`config.mk`:
```
export PLATFORM = sky130hd
export DESIGN_NAME = mem_access_stage
export DESIGN_NICKNAME = d
export VERILOG_FILES = /design/src/rtl/mem_access_stage.sv
export SDC_FILE = /design/constraint.sdc
export NUM_CORES = 1
export LEC_CHECK = 0
export BUFFER_PORTS_ARGS = -buffer_cell sky130_fd_sc_hd__buf_2
export CAP_MARGIN = 10
export CORE_UTILIZATION = 44
export DETAILED_ROUTE_END_ITERATION = 12
export PLACE_DENSITY = 0.77
export SLEW_MARGIN = 20
export SYNTH_ARGS = -nofsm -noshare
export SYNTH_HDL_FRONTEND = slang
export SYNTH_SLANG_ARGS = --single-unit
```
`constraint.sdc`:
```
create_clock -name clk -period 2 [get_ports clk]
set_input_delay 0.4 -clock clk [delete_from_list [all_inputs] [get_ports clk]]
set_output_delay 0.4 -clock clk [all_outputs]
set_load 0.05 [all_outputs]
```
`src/rtl/mem_access_stage.sv`:
```
// MEM stage: turns load/store requests into a word-aligned data-memory handshake,
// stalls until memory answers, then formats load data for MEM/WB.
module mem_access_stage (
  input  logic        clk,
  input  logic        reset,
  input  logic        memread_in,
  input  logic        memwrite_in,
  input  logic [2:0]  funct3_in,
  input  logic [31:0] alu_result_in,
  input  logic [31:0] rs2_data_in,
  input  logic        regwrite_in,
  input  logic [4:0]  rd_in,
  output logic        regwrite_MEM,
  output logic [4:0]  rd_MEM,
  output logic [31:0] rd_data_MEM,
  output logic        stall_MEM,
  output logic        mem_fault_MEM,
  output logic        dmem_req,
  output logic        dmem_we,
  output logic [31:0] dmem_addr,
  output logic [3:0]  dmem_be,
  output logic [31:0] dmem_wdata,
  input  logic        dmem_ready,
  input  logic [31:0] dmem_rdata,
  output logic [1:0]  dbg_state
);

  // Handshake: dmem_req rises on the edge entering REQ and holds, with every request
  // field stable, until the first cycle dmem_ready=1; that cycle completes the transfer.
  typedef enum logic [1:0] {IDLE = 2'd0, REQ = 2'd1, DONE = 2'd2} state_t;

  state_t      r_state;
  logic        r_req;
  logic        r_we;
  logic [31:0] r_addr;
  logic [3:0]  r_be;
  logic [31:0] r_wdata;
  logic [2:0]  r_funct3;
  logic [1:0]  r_addr_lo;
  logic        r_regwrite;
  logic [31:0] r_load_buf;

  logic        w_mem_op;
  logic        w_undef;
  logic        w_misalign;
  logic        w_fault;
  logic        w_start;
  logic [3:0]  w_be;
  logic [31:0] w_wdata;
  logic [7:0]  w_byte;
  logic [15:0] w_half;
  logic [31:0] w_load;

  assign w_mem_op = memread_in | memwrite_in;

  always_comb begin
    w_undef = 1'b0;
    if (memread_in && memwrite_in)
      w_undef = 1'b1;
    else if (memread_in)
      w_undef = !(funct3_in inside {3'b000, 3'b001, 3'b010, 3'b100, 3'b101});
    else if (memwrite_in)
      w_undef = !(funct3_in inside {3'b000, 3'b001, 3'b010});
  end

  assign w_misalign = ((funct3_in[1:0] == 2'b01) && alu_result_in[0]) ||
                      ((funct3_in[1:0] == 2'b10) && (alu_result_in[1:0] != 2'b00));
  assign w_fault    = w_mem_op && (w_undef || w_misalign);
  assign w_start    = (r_state == IDLE) && w_mem_op && !w_fault;

  always_comb begin
    w_be    = 4'b0000;
    w_wdata = rs2_data_in;
    if (memwrite_in) begin
      case (funct3_in[1:0])
        2'b00: begin
          w_be    = 4'b0001 << alu_result_in[1:0];
          w_wdata = {4{rs2_data_in[7:0]}};
        end
        2'b01: begin
          w_be    = 4'b0011 << alu_result_in[1:0];
          w_wdata = {2{rs2_data_in[15:0]}};
        end
        default: w_be = 4'b1111;
      endcase
    end
  end

  always_ff @(posedge clk) begin
    if (reset) begin
      r_state    <= IDLE;
      r_req      <= 1'b0;
      r_we       <= 1'b0;
      r_addr     <= 32'd0;
      r_be       <= 4'd0;
      r_wdata    <= 32'd0;
      r_funct3   <= 3'd0;
      r_addr_lo  <= 2'd0;
      r_regwrite <= 1'b0;
      r_load_buf <= 32'd0;
    end else begin
      case (r_state)
        IDLE: begin
          if (w_start) begin
            r_state    <= REQ;
            r_req      <= 1'b1;
            r_we       <= memwrite_in;
            r_addr     <= {alu_result_in[31:2], 2'b00};
            r_be       <= w_be;
            r_wdata    <= w_wdata;
            r_funct3   <= funct3_in;
            r_addr_lo  <= alu_result_in[1:0];
            r_regwrite <= regwrite_in & memread_in;
          end
        end
        REQ: begin
          if (dmem_ready) begin
            r_load_buf <= dmem_rdata;
            r_req      <= 1'b0;
            r_state    <= DONE;
          end
        end
        DONE:    r_state <= IDLE;
        default: r_state <= IDLE;
      endcase
    end
  end

  // Load formatting works purely from the latched funct3/offset and the captured word.
  always_comb begin
    case (r_addr_lo)
      2'b00:   w_byte = r_load_buf[7:0];
      2'b01:   w_byte = r_load_buf[15:8];
      2'b10:   w_byte = r_load_buf[23:16];
      default: w_byte = r_load_buf[31:24];
    endcase
    w_half = r_addr_lo[1] ? r_load_buf[31:16] : r_load_buf[15:0];
    case (r_funct3)
      3'b000:  w_load = {{24{w_byte[7]}}, w_byte};
      3'b001:  w_load = {{16{w_half[15]}}, w_half};
      3'b100:  w_load = {24'd0, w_byte};
      3'b101:  w_load = {16'd0, w_half};
      default: w_load = r_load_buf;
    endcase
  end

  always_comb begin
    regwrite_MEM = 1'b0;
    if (!reset) begin
      if (r_state == DONE)
        regwrite_MEM = r_regwrite;
      else if (r_state == IDLE && !w_mem_op)
        regwrite_MEM = regwrite_in;
    end
  end

  assign stall_MEM     = !reset && (w_start || (r_state == REQ));
  assign mem_fault_MEM = !reset && (r_state == IDLE) && w_fault;
  assign rd_data_MEM   = ((r_state == DONE) && !r_we) ? w_load : alu_result_in;
  assign rd_MEM        = rd_in;
  assign dmem_req      = r_req;
  assign dmem_we       = r_we;
  assign dmem_addr     = r_addr;
  assign dmem_be       = r_be;
  assign dmem_wdata    = r_wdata;
  assign dbg_state     = r_state;

endmodule

```
==> summary.md, run 1 <==
| Metric | Value |
|---|---|
| Clk_skew | 0.008881 ns |
| Total congestion overflow | 0 |
| Avg Inst Size Synth | 7.473 µm² |
| Iteration-0 DRC Markers | 529 |
| Non-filler instance count after layout | 1,112 |
| Fmax | 394.4 MHz |
| Setup ws final | -0.5353 ns |
| Fin. Hold Viols | 0 |
| Ant diodes | 0 |
| Worst Path Required | 1.60 ns |
| Mux contribution to synthesized area | 3.890% |
| Cell Area, Synth | 0.005500 mm² |
| Status | finished, violations left |
| Worst hold path class | in2reg |
| Max Slew Vio Count | 0 |
| Hold path startpoint | dmem_rdata[2] |
| Fin nets | 1,049 |
| Global-route wire length before repair | 30,620 µm |
| Setup violations, final | 35 |
| Dpl ws | -0.2053 ns |
| CTS sink cnt | 108 |
| Worst vdd ir | 0.6789 mV |
| Final routed DRC violation total | 0 |
| Die footprint | 0.01295 mm² |
| CORE AREA | 0.01211 mm² |
| Measured slew at the worst slew-check pin | 0.7290 ns |
| Maximum clock insertion buffer count | 2 |
| Starting density of the core | 45.41% |
| Inserted Clock Buffers | 9 |
| Worst hold stages | 3 |
| DIE HEIGHT | 113.8 µm |
| Cts hold-fix bufs | 0 |
| Synth warnings | 0 |
| Post-synthesis simple-gate area fraction | 19.20% |
| Final ANT Viol Nets | 0 |
| Placed instance area | 0.007338 mm² |
| P&R area growth vs syn | 48.20% |
| Compound-cell area share of the yosys netlist | 30.60% |
| Detailed Routing Iterations Pass 1 | 5 |
| Max Cap Viol | 0 |
| Async set or reset register ratio after synthesis | 0% |
| CTS HTree Levels | 3 |
| Cells on worst reg2reg path | 9 |
| Dpl cells | 1,084 |
| RR Startpoint | dbg_state[1]$_SDFFE_PP0P_ |
| Fin area | 0.008152 mm² |
| IO Pins | 222 |
| Clk Latency, worst-skew pair | 0.36 ns |
| Hold worst-path end | r_load_buf[2]$_SDFFE_PP0P_ |
| Leak | 3.298 nW |
| DP HPWL | 13,460 µm |
| Synth Instances | 736 |
| # rows | 40 |
| Worst EP arrival | 2.14 ns |
| FF-to-FF setup slack | 0 ns |
| Fin crit period | 2.535 ns |
| Largest family of logic cells by synthesized area | compound AO/OA/AOI/OAI gates |
| Die width | 113.8 µm |
| Clk root buf | clkbuf_16 |
| Crit-path max FO | 8 |
| Post-Synth Adder-Cell Area | 0% |
| Drt total wl | 19,970 µm |
| Vias/cell | 5.754 |
| Fillers | 1,021 |
| Largest net degree at the start of global routing | 59 |
| Rel. slew slack | 51.40% |
| Tot GR Track Use | 30.27% |
| GP Congestion | 0.9119 |
| XOR/XNOR share of the synthesized area | 0% |
| Kind of critical path | reg2out |
| Layout cells sized above 1 | 40.04% |
| Number of synthesized flops with an enable pin | 0 |
| Port bufs | 209 |
| Vias in the first global route | 5,824 |
| Crit end category | output pin |
| Routed length per instance | 17.96 µm |
| Worst Setup Start Kind | register |
| Post-synthesis sequential area ratio | 39.31% |
| CTS tree | done |
| Seq cells post-synth | 108 |
| Clock slew at reported path FFs | 0.08 ns |
| Netlist cell types | 41 |
| Final period util | 126.8% |
| Commonest register cell after synthesis | dfxtp_1 |
| Via count | 6,398 |
| RR Endpoint | dmem_wdata[17]$_SDFFE_PP0P_ |
| Violated checks | setup timing |
| Power per cell area | 716.8 mW/mm² |
| Initial antenna violation count | 1 |
| RSZ-0062 raised after global routing | yes |
-- cells in the final DEF (no fill, tap or decap), drive strengths merged, types with 4 or more instances in the layout --
cell	Yosys	routed
inv	2	6
a21oi	134	134
buf	26	274
o21ba	7	7
dfxtp	108	108
mux2	9	9
nor3	10	10
nand2	131	131
nand3b	9	9
o21ai	89	89
nand2b	4	4
clkbuf	58	10
o2111ai	12	12
mux2i	9	9
a311oi	16	16
nor2	33	33
nand3	44	44
a221oi	16	16
-- report_power, final --
part           total, mW  internal [mW]  switching, mW
Clock               1.79          0.880          0.908
Combinational       1.73          0.575           1.15
Sequential          2.33           2.26         0.0682
-- how the worst max path moves through the flow --
stage,from,endpoint,slack [ns],depth (start not counted)
finish,dbg_state[1]$_SDFFE_PP0P_,rd_data_MEM[21],-0.54,5
floorplan,dbg_state[1]$_SDFFE_PP0P_,rd_data_MEM[20],-0.52,6
CTS,dmem_we$_SDFFE_PP0P_,rd_data_MEM[30],-0.51,5
global placement,dmem_we$_SDFFE_PP0P_,rd_data_MEM[30],-0.18,5
global route,dbg_state[1]$_SDFFE_PP0P_,rd_data_MEM[30],-0.59,5
detailed placement,dmem_we$_SDFFE_PP0P_,rd_data_MEM[30],-0.21,5
-- critical path, cell delays in order, from the launching register on --
cell	delay [ns]
dfxtp_4	0.34
or3b_4	0.38
or3_4	0.40
buf_16	0.18
a221oi_4	0.26
buf_6	0.21
-- through the flow --
step	hold WS (ns)	util [%]	setup TNS, ns	power [mW]
2_1_floorplan	0.4332	-	-8.087	3.497
3_3_place_gp	0.4412	60.59	-3.036	3.945
3_5_place_dp	0.4438	60.59	-3.478	3.958
4_1_cts	0.2609	65.97	-12.98	5.812
5_1_grt	0.2728	67.30	-16.51	6.070
6_report	0.2720	67.30	-13.93	5.843
-- repair_timing --
action | 4_1_cts | 5_1_grt
endpoints found under the setup margin | 35 | 35
gates cloned | 4 | 0
buffers inserted | 3 | 5
resized for setup | 93 | 33
pin swaps | 3 | 6
endpoints found under the hold margin | 0 | 0
-- cell type report --
type | instances | area (µm²) | area share (%)
clock buffer | 9 | 225.2 | 2.763
clock inverter | 7 | 67.56 | 0.8289
inverter | 2 | 7.507 | 0.09210
multi-input combinational | 543 | 3505 | 42.99
sequential | 108 | 2177 | 26.71
tap | 168 | 210.2 | 2.579
timing repair buffer | 275 | 1959 | 24.04
-- flip-flops by register name, indices dropped and copies added (netlist names) --
name,flops
dmem_be,4
dmem_addr,30
dbg_state,2
r_regwrite,1
r_addr_lo,2
r_funct3,3
dmem_req,1
dmem_we,1
dmem_wdata,32
r_load_buf,32
-- logic make-up after synthesis --
kind of cell    after synthesis
compound gates              280
mux                          19
simple gates                242
other cells                   1
buf+inv                      86
flops                       108
-- routing by layer --
layer	up-vias	share of wire (%)	GRT usage [%]
li1	3028	-	-
met1	3005	41	38.91
met2	307	47	48.37
met3	56	8.0	8.130
met4	2	3.4	11.95
met5	-	0.065	0
-- synthesized netlist by cell type (2+ instances only) --
master / number / area share (%)
a21oi_1: 134 / 12
nand2_1: 131 / 8.9
dfxtp_1: 108 / 39
o21ai_0: 84 / 7.6
clkbuf_1: 57 / 3.9
nand3_1: 44 / 4.0
nor2_1: 32 / 2.2
a311oi_1: 16 / 2.5
buf_2: 16 / 1.5
o2111ai_1: 12 / 1.9
a221oi_2: 10 / 2.7
nor3_1: 10 / 0.91
mux2_2: 9 / 1.8
mux2i_1: 9 / 1.6
nand3b_1: 9 / 1.2
buf_4: 8 / 1.1
o21ba_2: 7 / 1.3
a221oi_1: 6 / 0.96
o21ai_1: 5 / 0.45
nand2b_1: 4 / 0.45
nor2b_1: 3 / 0.34
inv_1: 2 / 0.14
or3_1: 2 / 0.23
No activity file was read; power rests on OpenSTA's default activity.
==> run 2, diff against run 1 <==
- ABC_AREA: default -> 1
==> summary.md, run 2 <==
| Metric | Value |
|---|---|
| Status | finished, violations left |
| Violated checks | setup timing |
| Via count | 6,349 |
| Tot GR Track Use | 29.48% |
| Leak | 3.856 nW |
| Hold path startpoint | alu_result_in[23] |
| Detailed Routing Iterations Pass 1 | 5 |
| Initial antenna violation count | 1 |
| Starting density of the core | 45.17% |
| Synth top area share | 39.85% |
| Power per cell area | 716.0 mW/mm² |
| IO Pins | 222 |
| Setup violations, final | 32 |
| Worst EP arrival | 1.77 ns |
| Crit-path max FO | 6 |
| P&R area growth vs syn | 50.23% |
| Synth area leaders | dfxtp_1 (40%), nand2_1 (20%), a21oi_1 (13%), o21ai_0 (6.2%), inv_1 (5.5%) |
| Worst-path cell chain | o211ai_1 -> buf_4 -> nand3_4 -> clkbuf_16 -> nand2_1 -> nand2_1 -> nand2_2 -> buf_8 |
| Setup ws final | -0.1663 ns |
| Worst path most repeated cell | nand2_1 |
| Final Util | 67.85% |
| Largest area contributor in the netlist | dfxtp_1 |
| Port bufs | 209 |
| Most common cell after layout, fill and taps aside | nand2_1 |
| Global-route wire length before repair | 29,310 µm |
| Fillers | 1,024 |
| Clk root buf | clkbuf_16 |
| Max Cap Viol | 0 |
| Clk_skew | 0.004895 ns |
| Worst vdd ir | 0.4366 mV |
| DP HPWL | 13,210 µm |
| Final routed DRC violation total | 0 |
| Drt total wl | 19,240 µm |
| Cell Area, Synth | 0.005425 mm² |
| Synth warnings | 0 |
| Avg Inst Size Synth | 6.436 µm² |
| Top Family by Delay on Critical Path | buffers and inverters |
| Buf/Inv on CP | 3 |
| Clk Latency, worst-skew pair | 0.36 ns |
| Max Slew Vio Count | 0 |
| RSZ-0062 raised after global routing | yes |
| Commonest register cell after synthesis | dfxtp_1 |
| Inserted Clock Buffers | 9 |
| CTS tree | done |
| Vias in the first global route | 5,717 |
| # rows | 40 |
| Netlist cell types | 25 |
| FF-to-FF setup slack | 0.30 ns |
| Top cells by count, synth | nand2_1 (294), a21oi_1 (137), dfxtp_1 (108) |
| Worst Path Required | 1.60 ns |
| Crit end category | output pin |
| CTS HTree Levels | 3 |
| Vias/cell | 5.238 |
| Seq cells post-synth | 108 |
| Measured slew at the worst slew-check pin | 0.5003 ns |
| Async set or reset register ratio after synthesis | 0% |
| Total negative slack | -3.904 ns |
| Count leader, synth | nand2_1 |
| Post-synthesis sequential area ratio | 39.85% |
| CP startpoint | r_addr_lo[0]$_SDFFE_PP0P_ |
| DIE HEIGHT | 113.0 µm |
| Slowest stage delay, CP | 0.37 ns |
| Fin nets | 1,170 |
| Fin. Hold Viols | 0 |
| Routed length per instance | 15.88 µm |
| Worst hold path class | in2reg |
| Final ANT Viol Nets | 0 |
| Die width | 113.0 µm |
| Ant diodes | 0 |
| Fin crit period | 2.166 ns |
| Synth Instances | 843 |
| Die footprint | 0.01278 mm² |
| Dpl ws | 0.07440 ns |
| Iteration-0 DRC Markers | 486 |
| Rel. slew slack | 66.61% |
| Total congestion overflow | 0 |
| Number of synthesized flops with an enable pin | 0 |
| CTS sink cnt | 108 |
| Min Hold Slack | 0.3020 ns |
| Kind of critical path | reg2out |
| Cts hold-fix bufs | 0 |
| Fmax | 461.6 MHz |
| Crit-path slowest cell | dfxtp_4 |
| Maximum clock insertion buffer count | 2 |
| Largest net degree at the start of global routing | 58 |
| CORE AREA | 0.01201 mm² |
| Layout cells sized above 1 | 39.62% |
| Most frequent cells in the layout | nand2_1 (247), buf_2 (175), a21oi_1 (123) |
| Final period util | 108.3% |
| RR Startpoint | dbg_state[0]$_SDFFE_PP0P_ |
| Worst Setup Start Kind | register |
| Clock slew at reported path FFs | 0.07 ns |
| GP Congestion | 0.9550 |
## run 2: metrics by stage
step	power [mW]	cell area [µm²]	instances
final	5.835	8150	1212
after global routing	6.078	8150	1212
after CTS	5.731	7747	1205
after detailed placement	3.809	6803	1176
after global placement	3.802	6803	1176
after floorplan	3.394	5493	844
## run 2: path summary, 6_finish.rpt
path,end,cells after the start
max reg2reg,dmem_addr[3]$_SDFFE_PP0P_,9
min reg2reg,r_load_buf[2]$_SDFFE_PP0P_,2
min,dmem_addr[23]$_SDFFE_PP0P_,3
max,rd_data_MEM[10],8
## run 2: repair_timing
action / 4_1_cts / 5_1_grt
endpoints found under the setup margin: 33 / 34
setup buffers: 6 / 5
gates cloned: 7 / 2
endpoints found under the hold margin: 0 / 0
resized for setup: 153 / 92
pin swaps: 12 / 21
## run 2: cells by family (layout without fill, tap and decap cells)
| group | Yosys count | count (layout) | synth area share (%) |
|---|---|---|---|
| AND/OR/NAND/NOR | 379 | 379 | 28.64 |
| AO/OA/AOI/OAI | 213 | 213 | 20.04 |
| buffers and inverters | 142 | 363 | 11.39 |
| flip-flops | 108 | 108 | 39.85 |
| other | 1 | 2 | 0.06912 |
## run 2: routing by layer
layer,vias up,global-route usage [%],wire length (µm)
met1,2854,36.60,7518
met3,47,10.28,2197
met4,0,10.88,501
met2,327,47.20,9028
met5,-,0,0
li1,3121,-,-
## run 2: layout make-up
| cell class | count | area, µm² | share of cell area [%] |
|---|---|---|---|
| tap | 147 | 183.9 | 2.257 |
| inverter | 82 | 319.1 | 3.915 |
| timing repair buffer | 265 | 2044 | 25.08 |
| multi-input combinational | 594 | 3119 | 38.27 |
| sequential | 108 | 2187 | 26.83 |
| clock inverter | 4 | 30.03 | 0.3684 |
| clock buffer | 12 | 266.5 | 3.270 |
## run 2: power breakdown
part / leakage [nW] / internal [mW] / total (mW) / switching [mW]
clock: 0.146 / 0.955 / 1.79 / 0.834
combinational: 2.82 / 0.593 / 1.70 / 1.11
sequential: 0.886 / 2.27 / 2.35 / 0.0796
## run 2: tightest hold or removal path, stage by stage
cell and delay [ns]:
buf_2 0.10, nand2_1 0.06, a21oi_1 0.05
